**src/rtl/tri_fifo_reg.sv**
```systemverilog
// Triangle holding register: pops vertex/color pairs in lockstep from
// two FIFOs and presents three of them in parallel to the rasterizer.
module tri_fifo_reg #(
  parameter int DATA_W = 96
) (
  input  logic              clk,
  input  logic              rst,
  input  logic              vertex_empty,
  input  logic              color_empty,
  input  logic [DATA_W-1:0] vertex_in,
  input  logic [DATA_W-1:0] color_in,
  output logic              vertex_rd_en,
  output logic              color_rd_en,
  input  logic              dequeue,
  output logic              ready,
  output logic [DATA_W-1:0] vertex_out,
  output logic [DATA_W-1:0] vertex_out2,
  output logic [DATA_W-1:0] vertex_out3,
  output logic [DATA_W-1:0] color_out,
  output logic [DATA_W-1:0] color_out2,
  output logic [DATA_W-1:0] color_out3
);

  logic [1:0]        issued_q, issued_d;
  logic [1:0]        captured_q, captured_d;
  logic              rd_valid_q, rd_valid_d;
  logic              rd;
  logic [DATA_W-1:0] v0_q, v1_q, v2_q, v0_d, v1_d, v2_d;
  logic [DATA_W-1:0] c0_q, c1_q, c2_q, c0_d, c1_d, c2_d;

  assign ready = (captured_q == 2'd3);

  always_comb begin
    rd = !vertex_empty && !color_empty
      && (issued_q != 2'd3) && !rst;
  end

  assign vertex_rd_en = rd;
  assign color_rd_en  = rd;

  always_comb begin
    issued_d   = issued_q;
    captured_d = captured_q;
    rd_valid_d = rd;
    v0_d = v0_q; v1_d = v1_q; v2_d = v2_q;
    c0_d = c0_q; c1_d = c1_q; c2_d = c2_q;
    if (rd) issued_d = issued_q + 2'd1;
    if (rd_valid_q) begin
      captured_d = captured_q + 2'd1;
      unique case (captured_q)
        2'd0: begin v0_d = vertex_in; c0_d = color_in; end
        2'd1: begin v1_d = vertex_in; c1_d = color_in; end
        2'd2: begin v2_d = vertex_in; c2_d = color_in; end
        default: captured_d = captured_q;
      endcase
    end
    // issued==3 blocks rd, so a dequeue never races a new read
    if (ready && dequeue) begin
      issued_d   = 2'd0;
      captured_d = 2'd0;
    end
  end

  always_ff @(posedge clk) begin
    if (rst) begin
      issued_q   <= 2'd0;
      captured_q <= 2'd0;
      rd_valid_q <= 1'b0;
      v0_q <= '0; v1_q <= '0; v2_q <= '0;
      c0_q <= '0; c1_q <= '0; c2_q <= '0;
    end else begin
      issued_q   <= issued_d;
      captured_q <= captured_d;
      rd_valid_q <= rd_valid_d;
      v0_q <= v0_d; v1_q <= v1_d; v2_q <= v2_d;
      c0_q <= c0_d; c1_q <= c1_d; c2_q <= c2_d;
    end
  end

  assign vertex_out  = v0_q;
  assign vertex_out2 = v1_q;
  assign vertex_out3 = v2_q;
  assign color_out   = c0_q;
  assign color_out2  = c1_q;
  assign color_out3  = c2_q;

endmodule

```
**config.mk**
```make
export PLATFORM = sky130hd
export DESIGN_NAME = tri_fifo_reg
export DESIGN_NICKNAME = d
export VERILOG_FILES = /design/src/rtl/tri_fifo_reg.sv
export SDC_FILE = /design/constraint.sdc
export NUM_CORES = 1
export LEC_CHECK = 0
export CAP_MARGIN = 20
export CORE_AREA = 2 2 306 308
export CTS_CLUSTER_DIAMETER = 40
export DETAILED_ROUTE_END_ITERATION = 12
export DIE_AREA = 0 0 308 310
export HOLD_SLACK_MARGIN = 0.15
export SYNTH_ARGS = -nofsm -noshare
export SYNTH_HDL_FRONTEND = slang
export SYNTH_SLANG_ARGS = --single-unit
```
**constraint.sdc**
```tcl
create_clock -name clk -period 2.2 [get_ports clk]
set_input_delay 0.44 -clock clk [delete_from_list [all_inputs] [get_ports clk]]
set_output_delay 0.44 -clock clk [all_outputs]
set_load 0.01 [all_outputs]
```
Word-level counts from Yosys, hierarchy flattened
Index checks and enable logic that the tools add are counted.
{"block": "classes", "add_sub_neg": 2, "eq_ne": 4, "n_reduce_logical": 14}
{"cell": "$reduce_and A2 Y1", "count": 4}
{"cell": "$add A2 B1 Y2 const B", "count": 2}
{"cell": "$eq A2 B2 Y1 const B", "count": 2}
{"cell": "$logic_and A1 B1 Y1", "count": 4}
{"cell": "$logic_not A1 Y1", "count": 3}
{"cell": "$reduce_or A3 Y1", "count": 1}
{"cell": "$eq A2 B1 Y1 const B", "count": 1}
{"cell": "$logic_not A2 Y1", "count": 1}
{"cell": "$ne A2 B2 Y1 const B", "count": 1}
{"cell": "$reduce_or A2 Y1", "count": 1}
{"block": "totals", "register_bits": 581, "inputBits": 197, "output_inout_bits": 579, "wordCells": 29}

Logic depth before layout (Yosys ltp)
Gate-level depths: netlist of the first run.
{"block": "depth", "word_depth": 4, "depth_mapped": 7, "depth_no_buf": 5}

Worst setup path before layout of the first run
Ideal clock, no wire load.
{"block": "synth_path", "kind": "flip-flop to output port", "startpoint": "register issued_q[0]", "endpoint": "output port vertex_rd_en", "arrival_time_ns": 1.090, "required_time_ns": 1.760, "path_slack_ns": 0.670, "stages_incl_launch_ff": 4, "n_path_buf": 1, "path_cell_list": "dfxtp_1 ha_1 nor4_4 buf_4"}
{"block": "synth_between", "elab_chain_cells": 3}
{"element": "from (decl)", "line": "24", "rtl": "logic [1:0] issued_q, issued_d;"}
{"element": "from (signal assigned)", "line": "72", "rtl": "issued_q <= issued_d;"}
{"element": "$ne A2 B2 Y1", "line": "35", "rtl": "&& (issued_q != 2'd3) && !rst;"}
{"element": "$logic_and A1 B1 Y1 (2 in a row)", "line": "35"}
{"element": "to (decl)", "line": "12", "rtl": "output logic vertex_rd_en,"}
No other way between the ends.

Worst setup path after layout of the first run
{"block": "layout_path", "startpoint": "input port color_empty", "endpoint": "output port vertex_rd_en"}
{"block": "layout_between", "elab_chain_cells": 4}
{"element": "from (decl)", "line": "9", "rtl": "input logic color_empty,"}
{"element": "$logic_not A1 Y1", "line": "34", "rtl": "rd = !vertex_empty && !color_empty"}
{"element": "$logic_and A1 B1 Y1", "line": "34"}
{"element": "$logic_and A1 B1 Y1 (2 in a row)", "line": "35"}
No other way between the ends.

==> results.py, run 1 <==
metrics = {
    "outcome": {
        "status": "finished clean",
    },
    "route": {
        "wl_per_cell_um": 17.87,
        "top_layer": "met4",
        "initialDrtViolationCount": 1467,
        "vias_per_cell": 4.316,
        "wl_met3_mm": 7.342,
        "ant_nets": 0,
        "wl_met1_mm": 33.29,
        "first_pass_iters": 5,
        "wl_mm": 81.45,
        "drc": 0,
        "wl_met2_mm": 38.34,
        "num_vias": 19669,
    },
    "clock_network": {
        "clock_latency_ns": 0.65,
        "path_clk_slew_ns": 0.06,
        "htree_levels": 3,
        "cts_tree": "built",
        "numCtsBuffers": 93,
        "clock_sinks": 581,
        "cts_max_path_buffers": 3,
        "root_buffer": "clkbuf_16",
    },
    "sta": {
        "finalHoldViolCount": 0,
        "fin_skew_ns": 0.02708,
        "fmaxAchievable_mhz": 460.9,
        "grt_setup_unrepaired": "no",
        "fin_crit_ns": 2.170,
        "period_share_pct": 98.63,
        "max_slew_margin_pct": 31.40,
        "maxSlewViolCount": 0,
        "hold_slack_ns": 0.3924,
        "finalSetupViolations": 0,
        "tightest_slew_ns": 1.029,
    },
    "layout": {
        "drive_gt1_share_pct": 7.598,
        "fin_util_pct": 35.28,
        "num-nets-final": 3479,
        "area_growth_pct": 61.59,
    },
    "floorplan": {
        "num_rows": 112,
        "die_h_um": 310,
        "dieArea_mm2": 0.09548,
        "coreArea_mm2": 0.09249,
        "io_pins": 776,
        "start_util_pct": 21.83,
        "die_x_um": 308,
    },
    "worst_setup_path": {
        "worst-r2r-cell-count": 7,
        "cp-start-kind": "input port",
        "reg2reg_slack_ns": 0.40,
        "r2r_start": "captured_q[0]$_SDFFE_PP0P_",
        "crit_arrival_ns": 1.73,
        "crit_path_end_kind": "output port",
        "critPathMaxFanout": 2,
        "reg2reg_to": "color_out3[37]$_SDFFE_PP0P_",
        "critPathKind": "input port to output port",
        "required_ns": 1.76,
    },
    "power": {
        "ir_drop_mv": 0.6104,
        "p_leak_nw": 10.92,
        "powerDensity_mw_per_mm2": 856.9,
    },
    "synth": {
        "synth-edff-count": 0,
        "avgSynthCellArea_um2": 7.988,
        "syn_area_mm2": 0.02019,
        "synthArstFlopShare_pct": 0,
        "yosysWarnings": 0,
        "ys_seq_area_share_pct": 57.60,
        "synth.distinct_cells": 18,
        "synth-seq-cells": 581,
        "synthFlopType": "dfxtp_1",
        "syn_nets": 2730,
        "postSynthCellCount": 2528,
    },
    "global_route": {
        "antenna_found_initial": 4,
        "grt_use_total_pct": 16.07,
        "grt_overflow": 0,
        "grt_max_degree": 181,
        "grt_pass1_vias": 18282,
        "grt_pass1_wl_mm": 116.7,
    },
    "placed_design": {
        "place.gp.congestion": 0.8094,
        "portBuffers": 775,
        "post-dp-hpwl_mm": 57.19,
    },
    "worst_hold_path": {
        "hold_end": "vertex_out[41]$_SDFFE_PP0P_",
        "worstHoldPathCells": 4,
        "hold_path_class": "input port to flip-flop",
        "min-delay-start": "rst",
    },
    "flow_run": {
        "max-cap-violations": 0,
    },
}
==> cell type report <==
type	count	area (um2)
Antenna cell	4	10.01
Clock buffer	107	2472
Clock inverter	67	889.6
Fill cell	9591	59860
Inverter	3	11.26
Multi-Input combinational cell	1751	7445
Sequential cell	581	11630
Tap cell	1197	1498
Timing Repair Buffer	847	8671
==> what timing repair did <==
item                       4_1_cts  5_1_grt
hold buffers                     1        0
pin swaps                        2        0
hold endpoints to repair         4        0
setup buffers                    2        0
setup endpoints to repair        3        2
gates resized for setup         16        4
cloned                           0        0
==> synthesized netlist by cell type, types with 2 or more instances <==
master / n / area [um2]
a211oi_2: 2 / 25.02
a21oi_1: 577 / 2888
and2_2: 3 / 22.52
buf_2: 76 / 380.4
buf_4: 73 / 548.0
buf_6: 6 / 67.56
clkbuf_1: 38 / 142.6
dfxtp_1: 581 / 11630
ha_1: 5 / 62.56
inv_1: 3 / 11.26
mux2i_1: 2 / 20.02
nand2_1: 1155 / 4335
nor2_1: 2 / 7.510
==> kinds of logic (layout without fill, tap and decap cells) <==
kind of cell | count (synthesis) | count (layout) | share of synthesized area (%)
multiplexers | 2 | 2 | 0.09914
other | 0 | 4 | 0
buffers and inverters | 196 | 1024 | 5.694
AND/OR/NAND/NOR | 1163 | 1163 | 21.79
AO/OA/AOI/OAI | 580 | 580 | 14.47
XOR/XNOR | 1 | 1 | 0.04338
flip-flops | 581 | 581 | 57.60
adder cells (fa/ha/maj) | 5 | 5 | 0.3098
==> worst max path at each step <==
stage	from	to	slack, ns	cells after the start
floorplan	issued_q[0]$_SDFFE_PP0P_	vertex_rd_en	0.67	3
global placement	color_empty	color_rd_en	-0.58	4
detailed placement	color_empty	vertex_rd_en	-0.58	4
CTS	issued_q[0]$_SDFFE_PP0P_	vertex_rd_en	0.0002	5
global route	issued_q[1]$_SDFFE_PP0P_	color_rd_en	0.005	5
finish	color_empty	vertex_rd_en	0.03	5
==> registers in the layout, summed over array words and instances, names as in the netlist <==
name / flops
color_out2: 96
color_out3: 96
color_out: 96
vertex_out2: 96
vertex_out3: 96
vertex_out: 96
captured_q: 2
issued_q: 2
rd_valid_q: 1
==> placed cells by master (no fill, tap or decap), drive strengths merged, types with 3 or more instances in the layout <==
master,n
a21oi,577
and2,3
buf,74
bufinv,16
clkbuf,107
clkdlybuf4s50,771
clkinv,26
clkinvlp,14
dfxtp,581
diode,4
ha,5
inv,14
nand2,1155
==> worst max-delay path: stages <==
cell and delay, ns:
clkdlybuf4s50_1 0.56, nor4_4 0.34, buf_6 0.17, buf_6 0.12, buf_6 0.09
==> power breakdown <==
part	internal, mW	switching [mW]	total, mW
clock network	10.1	5.58	15.6
registers	10.7	0.0784	10.8
logic	0.725	0.842	1.57
==> metal layers <==
metal	vias up	global-route usage, %
met5	-	0
met4	0	6.659
met3	119	5.837
met2	694	26.23
met1	9223	19.07
li1	9633	-
==> stage by stage <==
stage / instances / area [um2] / power [mW] / setup WS [ns] / setup TNS, ns
6_report: 4557 / 32630 / 27.96 / 0.03020 / 0
3_3_place_gp: 4376 / 29210 / 12.55 / -0.5826 / -1.188
5_1_grt: 4556 / 32630 / 28.90 / 0.004515 / 0
4_1_cts: 4553 / 32610 / 28.34 / 0.0001769 / 0
3_5_place_dp: 4376 / 29210 / 12.56 / -0.5758 / -1.160
2_1_floorplan: 2528 / 20190 / 11.50 / 0.6705 / 0
No activity file was read; power rests on OpenSTA's default activity.
==> inputs of run 2 (changes only) <==
--- a/config.mk
+++ b/config.mk
@@ -6,9 +6,10 @@
 export NUM_CORES = 1
 export LEC_CHECK = 0
+export ABC_AREA = 1
 export CAP_MARGIN = 20
-export CORE_AREA = 2 2 306 308
+export CORE_AREA = 2 2 304 306
 export CTS_CLUSTER_DIAMETER = 40
 export DETAILED_ROUTE_END_ITERATION = 12
-export DIE_AREA = 0 0 308 310
+export DIE_AREA = 0 0 306 308
 export HOLD_SLACK_MARGIN = 0.15
 export SYNTH_ARGS = -nofsm -noshare
==> constraint.sdc (replaced) <==
create_clock -name clk -period 2.2 [get_ports clk]
set_input_delay 0.66 -clock clk [delete_from_list [all_inputs] [get_ports clk]]
set_output_delay 0.66 -clock clk [all_outputs]
set_load 0.01 [all_outputs]
==> run 2 against run 1 <==
Register-to-register slack got worse by 0.16 ns. Synthesized cell count increased by 0.32%. Global-route usage increased by 0.82 points. Total power increased by 1.5%. Via count increased by 0.57%. Core utilization about the same. Combinational power increased by 35%. Setup slack got worse by 0.024 ns. Sequential share of layout area increased by 0.66 points. Clock-buffer cell count increased by 7. Clock power about the same. Critical path type is now flip-flop to output port. Critical endpoint unchanged. Highest routed layer unchanged.
==> results.py, run 2 <==
metrics = {
    "clock_network": {
        "root_buffer": "clkbuf_16",
        "htree_levels": 3,
        "cts_tree": "built",
        "path_clk_slew_ns": 0.05,
        "numCtsBuffers": 94,
        "cts_max_path_buffers": 3,
        "clock_latency_ns": 0.64,
        "hold_buffers": 0,
        "clock_sinks": 581,
    },
    "global_route": {
        "grtUsageMet1_pct": 19.64,
        "grt_pass1_wl_mm": 121.9,
        "grt_overflow": 0,
        "grt.met2_usage_pct": 28.34,
        "grt_use_total_pct": 16.89,
        "use_met3_pct": 5.195,
        "top_usage_layer": "met2",
        "grt_pass1_vias": 19217,
        "antenna_found_initial": 3,
        "grt_max_degree": 93,
    },
    "power": {
        "powerDensity_mw_per_mm2": 885.6,
        "p_clk_share_pct": 54.0,
        "power_frac_comb_pct": 7.5,
        "p_seq_share_pct": 38.6,
        "p_sw_mw": 6.850,
        "ir_drop_mv": 0.7851,
        "netSwitchingFraction_pct": 24.13,
        "internal-power_mw": 21.54,
        "p_leak_nw": 14.47,
    },
    "sta": {
        "hold_slack_ns": 0.4709,
        "finalSetupViolations": 0,
        "maxSlewViolCount": 0,
        "finalHoldViolCount": 0,
        "tightest_slew_ns": 0.5802,
        "tns_ns": 0,
        "period_share_pct": 99.70,
        "fin_skew_ns": 0.04078,
        "max_slew_margin_pct": 61.27,
        "fmaxAchievable_mhz": 455.9,
        "grt_setup_unrepaired": "yes",
        "fin_crit_ns": 2.193,
    },
    "worst_setup_path": {
        "critPathKind": "flip-flop to output port",
        "critPathMaxFanout": 3,
        "reg2reg_to": "color_out[90]$_SDFFE_PP0P_",
        "r2r_start": "rd_valid_q$_SDFF_PP0_",
        "cp-start-kind": "flip-flop",
        "reg2reg_slack_ns": 0.24,
        "crit_path_end_kind": "output port",
        "worst-r2r-cell-count": 4,
        "required_ns": 1.54,
        "crit_arrival_ns": 1.53,
    },
    "synth": {
        "synth.most_common_cell": "nor2_1",
        "synth_fa_ha_area_share_pct": 0.3125,
        "avgSynthCellArea_um2": 7.893,
        "ys_seq_area_share_pct": 58.11,
        "synthFlopType": "dfxtp_1",
        "synthSimpleGateAreaFrac_pct": 22.02,
        "synth_top_family_by_area": "simple AND/OR/NAND/NOR gates",
        "yosys-top-cells-area": "dfxtp_1 (58%), nor2_1 (22%), o21ai_0 (14%)",
        "synth_top_area_share_pct": 58.11,
        "synth.distinct_cells": 16,
        "yosysTopAreaCell": "dfxtp_1",
        "synth_xor_area_share_pct": 0,
        "synthMuxAreaShare_pct": 0,
        "synthArstFlopShare_pct": 0,
        "synth_compound_area_share_pct": 14.53,
        "yosysWarnings": 0,
        "synth-edff-count": 0,
        "synth-seq-cells": 581,
        "synth_common_cells": "nor2_1 (1160), dfxtp_1 (581), o21ai_0 (571), clkbuf_1 (81), buf_2 (59)",
        "syn_area_mm2": 0.02002,
        "syn_nets": 2738,
        "postSynthCellCount": 2536,
    },
    "worst_hold_path": {
        "worstHoldPathCells": 2,
        "hold_path_class": "flip-flop to flip-flop",
        "hold_end": "vertex_out2[79]$_SDFFE_PP0P_",
        "min-delay-start": "vertex_out2[79]$_SDFFE_PP0P_",
    },
    "route": {
        "vias_per_cell": 4.322,
        "wl_per_cell_um": 18.04,
        "wl_mm": 82.55,
        "drc": 0,
        "initialDrtViolationCount": 1242,
        "first_pass_iters": 5,
        "num_vias": 19781,
        "ant_nets": 0,
    },
    "outcome": {
        "status": "finished clean",
    },
    "layout": {
        "final_common_cell": "nor2_1",
        "area_growth_pct": 60.14,
        "fill_cells": 9736,
        "final_cells": 4577,
        "num-nets-final": 3506,
        "mostFrequentLayoutCells": "nor2_1 (1160), dfxtp_1 (573), dlygate4sd2_1 (573)",
        "drive_gt1_share_pct": 8.097,
    },
    "floorplan": {
        "start_util_pct": 22.00,
        "die_x_um": 306,
        "num_rows": 111,
        "coreArea_mm2": 0.09097,
        "io_pins": 776,
        "dieArea_mm2": 0.09425,
        "die_h_um": 308,
    },
    "flow_run": {
        "max-cap-violations": 0,
    },
    "placed_design": {
        "post-dp-hpwl_mm": 59.16,
        "place_inst": 4393,
        "portBuffers": 775,
        "place.gp.congestion": 0.8430,
    },
}
==> run 2: changes by cell type after synthesis, moves of 4 or more <==
cell      previous run  this run
clkbuf_1            38        81
nor2_1               2      1160
o21ai_1              0         7
buf_6                6         0
o21ai_0              0       571
inv_2                0         4
a21oi_1            577         3
nand2_1           1155         3
buf_4               73        49
buf_2               76        59
==> run 2: kinds of logic (layout without fill, tap and decap cells) <==
kind of cell / after synthesis / after routing
simple gates: 1170 / 1170
flops: 581 / 581
fa+ha+maj: 5 / 5
buf+inv: 199 / 1047
other cells: 0 / 7
compound gates: 581 / 581
==> run 2: final cells by class <==
| class | count | area, um2 | area share [%] |
|---|---|---|---|
| well taps | 1186 | 1484 | 4.629 |
| diodes | 7 | 17.52 | 0.05465 |
| clock buffers | 114 | 2549 | 7.951 |
| inverters | 9 | 58.81 | 0.1835 |
| clock inverters | 62 | 777.0 | 2.424 |
| flip-flops and latches | 581 | 11640 | 36.32 |
| multi-input cells | 1756 | 7458 | 23.27 |
| repair buffers | 862 | 8069 | 25.17 |
==> run 2: timing repair <==
item	in CTS	in global routing
pin swaps	2	0
resized for setup	598	5
buffers inserted	1	0
endpoints found under the setup margin	574	5
==> run 2: how the worst max path moves through the flow <==
stage / cells after the start / slack [ns] / start / to
finish: 4 / 0.007 / issued_q[0]$_SDFFE_PP0P_ / vertex_rd_en
floorplan: 2 / 0.14 / color_empty / vertex_rd_en
global route: 4 / -0.11 / issued_q[0]$_SDFFE_PP0P_ / vertex_rd_en
global placement: 4 / -0.56 / color_empty / vertex_rd_en
CTS: 4 / -0.06 / issued_q[1]$_SDFFE_PP0P_ / vertex_rd_en
detailed placement: 4 / -0.53 / color_empty / vertex_rd_en
==> run 2: routing by layer <==
metal,routed length [um],part of all wire (%)
met1,33280,40
met2,39160,47
met3,6612,8.0
met4,3494,4.2
met5,0,0
==> run 2: critical path: stages (launching register included) <==
cell     delay (ns)
dfxtp_2        0.33
ha_4           0.17
nor4_4         0.13
buf_4          0.16
buf_6          0.09
==> run 2: power groups by stage <==
stage          Combinational, mW  Clock [mW]  Sequential, mW
3_5_place_dp                2.30           0            11.2
3_3_place_gp                2.30           0            11.2
6_report                    2.12        15.3            10.9
5_1_grt                     2.33        16.1            11.0
2_1_floorplan              0.762           0            11.3
4_1_cts                     2.13        15.6            10.9
==> run 2: stage by stage <==
stage	total power, mW	worst slack [ns]	cell area [um2]	utilization, %
CTS	28.72	-0.05580	32020	35.20
global placement	13.46	-0.5638	29360	32.27
global route	29.41	-0.1119	32040	35.22
detailed placement	13.48	-0.5323	29360	32.27
floorplan	12.06	0.1440	20020	-
finish	28.39	0.006547	32050	35.24
